## config.mk

```make
export PLATFORM = sky130hd
export DESIGN_NAME = uart_receiver
export DESIGN_NICKNAME = d
export VERILOG_FILES = /design/src/rtl/uart_pkg.sv /design/src/rtl/uart_sync.sv /design/src/rtl/uart_receiver.sv
export SDC_FILE = /design/constraint.sdc
export NUM_CORES = 1
export LEC_CHECK = 0
export ABC_CLOCK_PERIOD_IN_PS = 3600
export CAP_MARGIN = 20
export CORE_ASPECT_RATIO = 1.1
export CORE_MARGIN = 3
export CORE_UTILIZATION = 41
export CTS_BUF_LIST = sky130_fd_sc_hd__clkbuf_4 sky130_fd_sc_hd__clkbuf_8
export DETAILED_ROUTE_END_ITERATION = 10
export MAX_ROUTING_LAYER = met4
export PLACE_DENSITY_LB_ADDON = 0.15
export SKIP_LAST_GASP = 1
export SYNTH_ARGS = -nofsm -noshare
export SYNTH_HDL_FRONTEND = slang
export SYNTH_SLANG_ARGS = --single-unit
```

## constraint.sdc

```tcl
create_clock -name clk -period 3.6 [get_ports clk]
set_input_delay 0.9 -clock clk [delete_from_list [all_inputs] [get_ports clk]]
set_output_delay 0.9 -clock clk [all_outputs]
set_load 0.01 [all_outputs]
```

## src/rtl/uart_pkg.sv

```systemverilog
// Shared UART definitions: receiver/transmitter state encoding, bit-period helpers, 8N1 frame constants.
package uart_pkg;

    typedef enum logic [1:0] {IDLE, START, DATA, STOP} uart_state_t;

    localparam int unsigned DATA_BITS  = 8;
    localparam logic        STOP_LEVEL = 1'b1;
    localparam logic        IDLE_LEVEL = 1'b1;

    function automatic int unsigned calc_div_val(input int unsigned clk_freq,
                                                 input int unsigned baud_rate);
        return clk_freq / baud_rate;
    endfunction

    function automatic int unsigned calc_half_val(input int unsigned clk_freq,
                                                  input int unsigned baud_rate);
        return calc_div_val(clk_freq, baud_rate) / 2;
    endfunction

endpackage

```

## src/rtl/uart_sync.sv

```systemverilog
// Two-flop synchronizer for an asynchronous single-bit input; reset value is parameterised.
module uart_sync #(
    parameter logic reset_val = 1'b1
) (
    input  logic clk,
    input  logic reset,
    input  logic d,
    output logic q
);

    logic meta;

    always_ff @(posedge clk) begin
        if (reset) begin
            meta <= reset_val;
            q    <= reset_val;
        end else begin
            meta <= d;
            q    <= meta;
        end
    end

endmodule

```

## src/rtl/uart_receiver.sv

```systemverilog
// 8N1 UART receiver with start-bit glitch rejection and framing-error detection.
// Define UART_RX_MAJORITY_EN for 2-of-3 majority voting on every bit decision.
module uart_receiver
    import uart_pkg::*;
#(
    parameter int unsigned clk_freq  = 100000000,
    parameter int unsigned baud_rate = 9600
) (
    input  logic       clk,
    input  logic       reset,
    input  logic       rxd,
    output logic [7:0] data,
    output logic       valid,
    output logic       frame_err,
    output logic       busy
);

    localparam int unsigned DIV_VAL   = calc_div_val(clk_freq, baud_rate);
    localparam int unsigned HALF_VAL  = calc_half_val(clk_freq, baud_rate);
    localparam logic [15:0] DIV_LAST  = 16'(DIV_VAL - 1);
    localparam logic [15:0] HALF_LAST = 16'(HALF_VAL - 1);
    localparam logic [2:0]  BIT_LAST  = 3'(DATA_BITS - 1);

    uart_state_t state, state_next;
    logic [15:0] baud_cnt, baud_next;
    logic [2:0]  bit_cnt, bit_next;
    logic [7:0]  shreg, shreg_next;
    logic [7:0]  data_next;
    logic        valid_next, err_next;
    logic        rxd_s;
    logic        line;

    uart_sync #(.reset_val(IDLE_LEVEL)) rx_sync (
        .clk   (clk),
        .reset (reset),
        .d     (rxd),
        .q     (rxd_s)
    );

`ifdef UART_RX_MAJORITY_EN
    // Decision counts are consecutive cycles, so a 2-deep history holds the T-2 and T-1 samples.
    logic [1:0] hist;

    always_ff @(posedge clk) begin
        if (reset) hist <= '1;
        else       hist <= {hist[0], rxd_s};
    end

    assign line = (rxd_s & hist[0]) | (rxd_s & hist[1]) | (hist[0] & hist[1]);
`else
    assign line = rxd_s;
`endif

    always_comb begin
        state_next = state;
        baud_next  = baud_cnt;
        bit_next   = bit_cnt;
        shreg_next = shreg;
        data_next  = data;
        valid_next = 1'b0;
        err_next   = 1'b0;
        case (state)
            IDLE: begin
                if (rxd_s != IDLE_LEVEL) begin
                    state_next = START;
                    baud_next  = '0;
                end
            end
            START: begin
                if (baud_cnt == HALF_LAST) begin
                    if (line == IDLE_LEVEL) begin
                        state_next = IDLE;
                    end else begin
                        state_next = DATA;
                        baud_next  = '0;
                        bit_next   = '0;
                    end
                end else begin
                    baud_next = baud_cnt + 16'd1;
                end
            end
            DATA: begin
                if (baud_cnt == DIV_LAST) begin
                    baud_next  = '0;
                    shreg_next = {line, shreg[7:1]};
                    if (bit_cnt == BIT_LAST) state_next = STOP;
                    else                     bit_next   = bit_cnt + 3'd1;
                end else begin
                    baud_next = baud_cnt + 16'd1;
                end
            end
            STOP: begin
                // Leave at mid-stop-bit so an immediately following start edge is not missed.
                if (baud_cnt == DIV_LAST) begin
                    state_next = IDLE;
                    baud_next  = '0;
                    if (line == STOP_LEVEL) begin
                        data_next  = shreg;
                        valid_next = 1'b1;
                    end else begin
                        err_next = 1'b1;
                    end
                end else begin
                    baud_next = baud_cnt + 16'd1;
                end
            end
            default: state_next = IDLE;
        endcase
    end

    always_ff @(posedge clk) begin
        if (reset) begin
            state     <= IDLE;
            baud_cnt  <= '0;
            bit_cnt   <= '0;
            shreg     <= '0;
            data      <= '0;
            valid     <= 1'b0;
            frame_err <= 1'b0;
            busy      <= 1'b0;
        end else begin
            state     <= state_next;
            baud_cnt  <= baud_next;
            bit_cnt   <= bit_next;
            shreg     <= shreg_next;
            data      <= data_next;
            valid     <= valid_next;
            frame_err <= err_next;
            busy      <= (state_next != IDLE);
        end
    end

endmodule

```

# After elaboration in Yosys (flattened, before gate mapping)
# Index checks and enable logic that the tools add are counted.
[op_classes]
addsub = 2
eq_ne = 10
n_mux = 18
bitwise_logic = 2
reduce_logical = 8
[op_table]
columns = ["operator", "n"]
rows = [
  ["$mux 16", 3],
  ["$pmux 16 s3", 1],
  ["$add 16x1->16 const B", 1],
  ["$eq 16x13->1 const B", 1],
  ["$eq 16x14->1 const B", 1],
  ["$mux 2", 6],
  ["$mux 3", 4],
  ["$ne 2x2->1 const B", 4],
  ["$pmux 2 s4", 1],
  ["$pmux 3 s2", 1],
  ["$reduce_and 5->1", 1],
  ["$eq 2x2->1 const B", 2],
  ["$reduce_bool 2->1", 2],
  ["$add 3x1->3 const B", 1],
  ["$eq 3x3->1 const B", 1],
  ["$reduce_and 3->1", 1],
  ["$reduce_or 3->1", 1],
  ["$eq 2x1->1 const B", 1],
  ["$logic_not 2->1", 1],
  ["$mux 1", 2],
  ["$not 1->1", 2],
  ["$reduce_and 2->1", 1],
  ["$reduce_or 2->1", 1],
]
[totals]
reg_bits = 42
input_bits = 3
output_inout_bits = 11
wordCells = 50

# Depth between registers and ports, before layout
[depth]
word_depth = 5
ltp_mapped = 7
mapped_depth_nobuf = 6

# Hierarchy
# Synthesis repeated with hierarchy kept, for this count alone.
[hier_totals]
hier_cells = 227
hier_area_um2 = 2050.7
[modules_own_cells]
columns = ["module", "instances", "cells_each", "area_per_inst_um2", "seq_area_each_um2"]
rows = [
  ["uart_receiver", 1, 223, 1998.2, 800.8],
  ["uart_sync", 1, 4, 52.6, 40.0],
]

# Least setup slack after synthesis
# OpenSTA, ideal clock, no wires.
[synth_path]
path_kind = "register to register"
from = "register baud_cnt[9]"
to = "register bit_cnt[0]"
arrival_ps = 2180
setup_slack_ps = 1288
path_stages_with_launch = 7
path_buffers = 1
path_cell_list = "dfxtp_1 or4_4 buf_6 or4_4 or4_4 o311ai_0 a21oi_1"
[synth_via]
elab_chain_len = 3
elab_cells_between_ends = 5
cone_classes = "4 x eq/ne; 1 x reduce/logical"
[synth_lines]
columns = ["element", "line_no", "text"]
rows = [
  ["start: declaration", "uart_receiver.sv:25", "logic [15:0] baud_cnt, baud_next;"],
  ["start signal: assignment", "uart_receiver.sv:123", "baud_cnt <= baud_next;"],
  ["$eq 16x14->1 or $eq 16x13->1 (tied branches)", "uart_receiver.sv:83, uart_receiver.sv:70", ""],
  ["$ne 2x2->1 (no line)", "--", ""],
  ["$reduce_and 5->1 (no line) *", "--", ""],
  ["end signal: assignment", "uart_receiver.sv:124", "bit_cnt <= bit_next;"],
  ["end: declaration", "uart_receiver.sv:26", "logic [2:0] bit_cnt, bit_next;"],
]
# Every way passes the cells marked *; elsewhere a longest branch is shown, timed or not.
# A chain may end at the register's enable or synchronous reset.

# Worst setup path in the final report
[layout_path]
from = "register baud_cnt[9]"
to = "register baud_cnt[7]"
[layout_via]
elab_chain_len = 3
elab_cells_between_ends = 5
cone_classes = "2 x eq/ne; 3 x mux"
[layout_lines]
columns = ["element", "line_no", "text"]
rows = [
  ["$eq 16x14->1 or $eq 16x13->1 (tied branches)", "uart_receiver.sv:83, uart_receiver.sv:94, uart_receiver.sv:70", ""],
  ["$mux 16, on equally long branches", "uart_receiver.sv:83, uart_receiver.sv:94, uart_receiver.sv:70", ""],
  ["$pmux 16 s3 *", "uart_receiver.sv:62", "case (state)"],
]
# Marks and branches as above.

==> flow_summary.yaml <==
place:
  post-place-ws_ns: 0.9065
  placed_cells: 278
  io_buffer_count: 13
  dp_hpwl_um: 2793
  gp_congestion: 0.8381
  dpl_cell_area_mm2: 0.002146
cts:
  postCtsSetupBuffers: 0
  cts_resized: 0
  cts.sinks: 42
  cts.clk_slew.worst_paths_ns: 0.08
  htree_levels: 2
  ctsHoldBuffers: 0
  insertion_delay_ns: 0.29
  ctsLongestPathBuffers: 2
  cts_root_buf: "clkbuf_8"
  cts_tree: "done"
  cts_buffers: 5
synthesis:
  netlist-cell-type-count: 54
  synth-edff-count: 0
  synth_ff_type: "dfxtp_1"
  syn_nets: 224
  synth_warnings: 0
  syn_inst: 218
  ys_seq_area_share_pct: 42.34
  async_reset_ff_share_pct: 0
  syn_area_per_cell_um2: 9.109
  yosys_register_bits: 42
  synthesis.area_mm2: 0.001986
sta:
  finalCriticalPeriod_ns: 2.617
  fin_skew_ns: 0.004290
  worst_pin_slew_ns: 0.7533
  final-setup-viol-count: 0
  drv_slew: 0
  fmax_ghz: 0.3821
  tns_ns: 0
  min_period_over_period_pct: 72.69
  worst_slack_ns: 0.9830
  rsz0062_at_grt: "no"
  final-hold-violation-count: 0
  maxSlewHeadroom_pct: 49.69
  hold_ws_ns: 0.4411
hold_path:
  hold_path_depth: 1
  worst_hold_startpoint: "rx_sync.meta$_SDFF_PP1_"
  min_to: "rx_sync.q$_SDFF_PP1_"
  hold_class: "register to register"
cells_and_area:
  area.sequential_um2: 840.8
  fin_util_pct: 50.10
  antennaDiodeCount: 0
  fillCellCount: 443
  drive_gt1_share_pct: 10.78
  syn_to_final_growth_pct: 12.85
  stdcell_area_mm2: 0.002241
  layout.nets: 237
  multi_input_comb_area_mm2: 0.001062
  instances_no_fill: 286
critical_path:
  worst_path_max_delay_cell: "a211oi_2"
  ff2ff_path_depth: 5
  critPathRequiredTime_ns: 3.82
  cp.arrival_ns: 2.84
  path_cells: "or4_4 > or4_4 > a211oi_2 > o21ai_0 > o21ai_0"
  setup.worst_path.class: "register to register"
  r2r_setup_slack_ns: 0.98
  critPathCaptureType: "register"
  startpoint_type: "register"
  reg2reg_from: "baud_cnt[9]$_SDFF_PP0_"
  r2r_end: "baud_cnt[7]$_SDFF_PP0_"
  cp_max_fo: 11
  critPathMaxStageDelay_ns: 0.69
die:
  ios: 14
  fp-row-count: 25
  die_area_mm2: 0.005715
  die_w_um: 72.36
  coreArea_mm2: 0.004473
  start_util_pct: 44.39
  die_h_um: 78.99
global_route:
  overflow: 0
  use_met3_pct: 3.418
  top_usage_layer: "met2"
  grt_use_met1_pct: 20.39
  grt_start_max_net_pins: 22
  grt_pass1_wl_um: 7100
  grt_pass1_vias: 1508
  grt_antenna_before_repair: 0
  grt.total_usage_pct: 15.95
  globalRouteMet2Util_pct: 23.95
drt:
  num_vias: 1587
  wirelength_um: 4001
  final_antenna_net_count: 0
  drtIter0Drc: 48
  dr.pass1.iters: 4
  routed_via_density: 5.549
  wl_per_cell_um: 13.99
  remaining_drc_errors: 0
power_and_ir_drop:
  max-vdd-ir-drop_uv: 170.8
  powerDensity_mw_per_mm2: 367.0
  power.leakage_nw: 0.9150
  power_mw: 0.8224
flow_run:
  cap_violations: 0
status:
  outcome: "finished, final reports clean"
state kept, by name, indices dropped and copies added (netlist names):
register      flops
frame_err         1
data              8
valid             1
bit_cnt           3
state             2
rx_sync.q         1
baud_cnt         16
busy              1
rx_sync.meta      1
shreg             8
how the worst max path moves through the flow:
stage | start | end | slack, ns
after global placement | reset | baud_cnt[2]$_SDFF_PP0_ | 0.98
after floorplan | baud_cnt[9]$_SDFF_PP0_ | bit_cnt[0]$_SDFFE_PP0P_ | 1.29
after global routing | baud_cnt[13]$_SDFF_PP0_ | data[1]$_SDFFE_PP0P_ | 0.79
after CTS | baud_cnt[9]$_SDFF_PP0_ | baud_cnt[7]$_SDFF_PP0_ | 0.96
after detailed placement | reset | baud_cnt[7]$_SDFF_PP0_ | 0.91
final | baud_cnt[9]$_SDFF_PP0_ | baud_cnt[7]$_SDFF_PP0_ | 0.98
worst max-delay path: cells and delay by family (launching register included):
kind / cells / cell delay (ns)
AO/OA/AOI/OAI: 3 / 0.99
flip-flops: 1 / 0.35
AND/OR/NAND/NOR: 2 / 1.21
power by group:
group	internal, mW	switching (mW)
registers	0.467	0.00377
logic	0.0143	0.0220
clock network	0.154	0.161
area by class of cell:
class | count | area share (%)
well taps | 54 | 3.015
inverters | 6 | 1.005
clock buffers | 6 | 3.685
flip-flops and latches | 42 | 37.52
multi-input cells | 160 | 47.40
clock inverters | 2 | 0.5583
repair buffers | 16 | 6.812
cells in the mapped netlist (4+ instances only):
library cell  instances  area share [%]
nand4_1               5             1.6
a21o_1                4             1.5
nand3_1               9             2.3
a22o_1                4             1.8
nand2_1              18             3.4
nor2_1               27             5.1
nor4_1                5             1.6
inv_1                 6             1.1
nor2b_1               4             1.3
dfxtp_1              42              42
a21oi_1               7             1.8
o21ai_0               7             1.8
mux2i_1              16             8.1
layout by cell type, fill, tap and decap left out, types with 2 or more instances in the layout:
cell,instances
dfxtp_1,42
nor2_1,27
nand2_1,18
mux2i_1,16
clkdlybuf4s50_1,13
nand3_1,9
o21ai_0,7
a21oi_1,7
inv_1,6
clkbuf_8,6
nand4_1,5
nor4_1,5
nor2b_1,4
a21o_1,4
a22o_1,4
or4_4,3
nor3_1,3
or2_2,3
ha_1,3
buf_4,3
or4bb_1,2
or3b_2,2
or4_1,2
nand2b_1,2
o41ai_2,2
and3_1,2
o2111ai_1,2
a31oi_1,2
a211oi_1,2
cells by family after synthesis:
kind of cell    after synthesis  synth area share [%]
mux                          16                 8.065
fa+ha+maj                     3                 1.891
compound gates               43                 16.45
simple gates                 98                 27.10
flops                        42                 42.34
buf+inv                      16                 4.158
per-layer routing:
| metal | wire (um) | up-vias | part of all wire, % |
|---|---|---|---|
| li1 | - | 826 | - |
| met1 | 2001 | 725 | 50 |
| met2 | 1780 | 27 | 44 |
| met3 | 142 | 9 | 3.5 |
| met4 | 76 | 0 | 1.9 |
| met5 | 0 | - | 0 |
(Power assumes the default switching activity.)
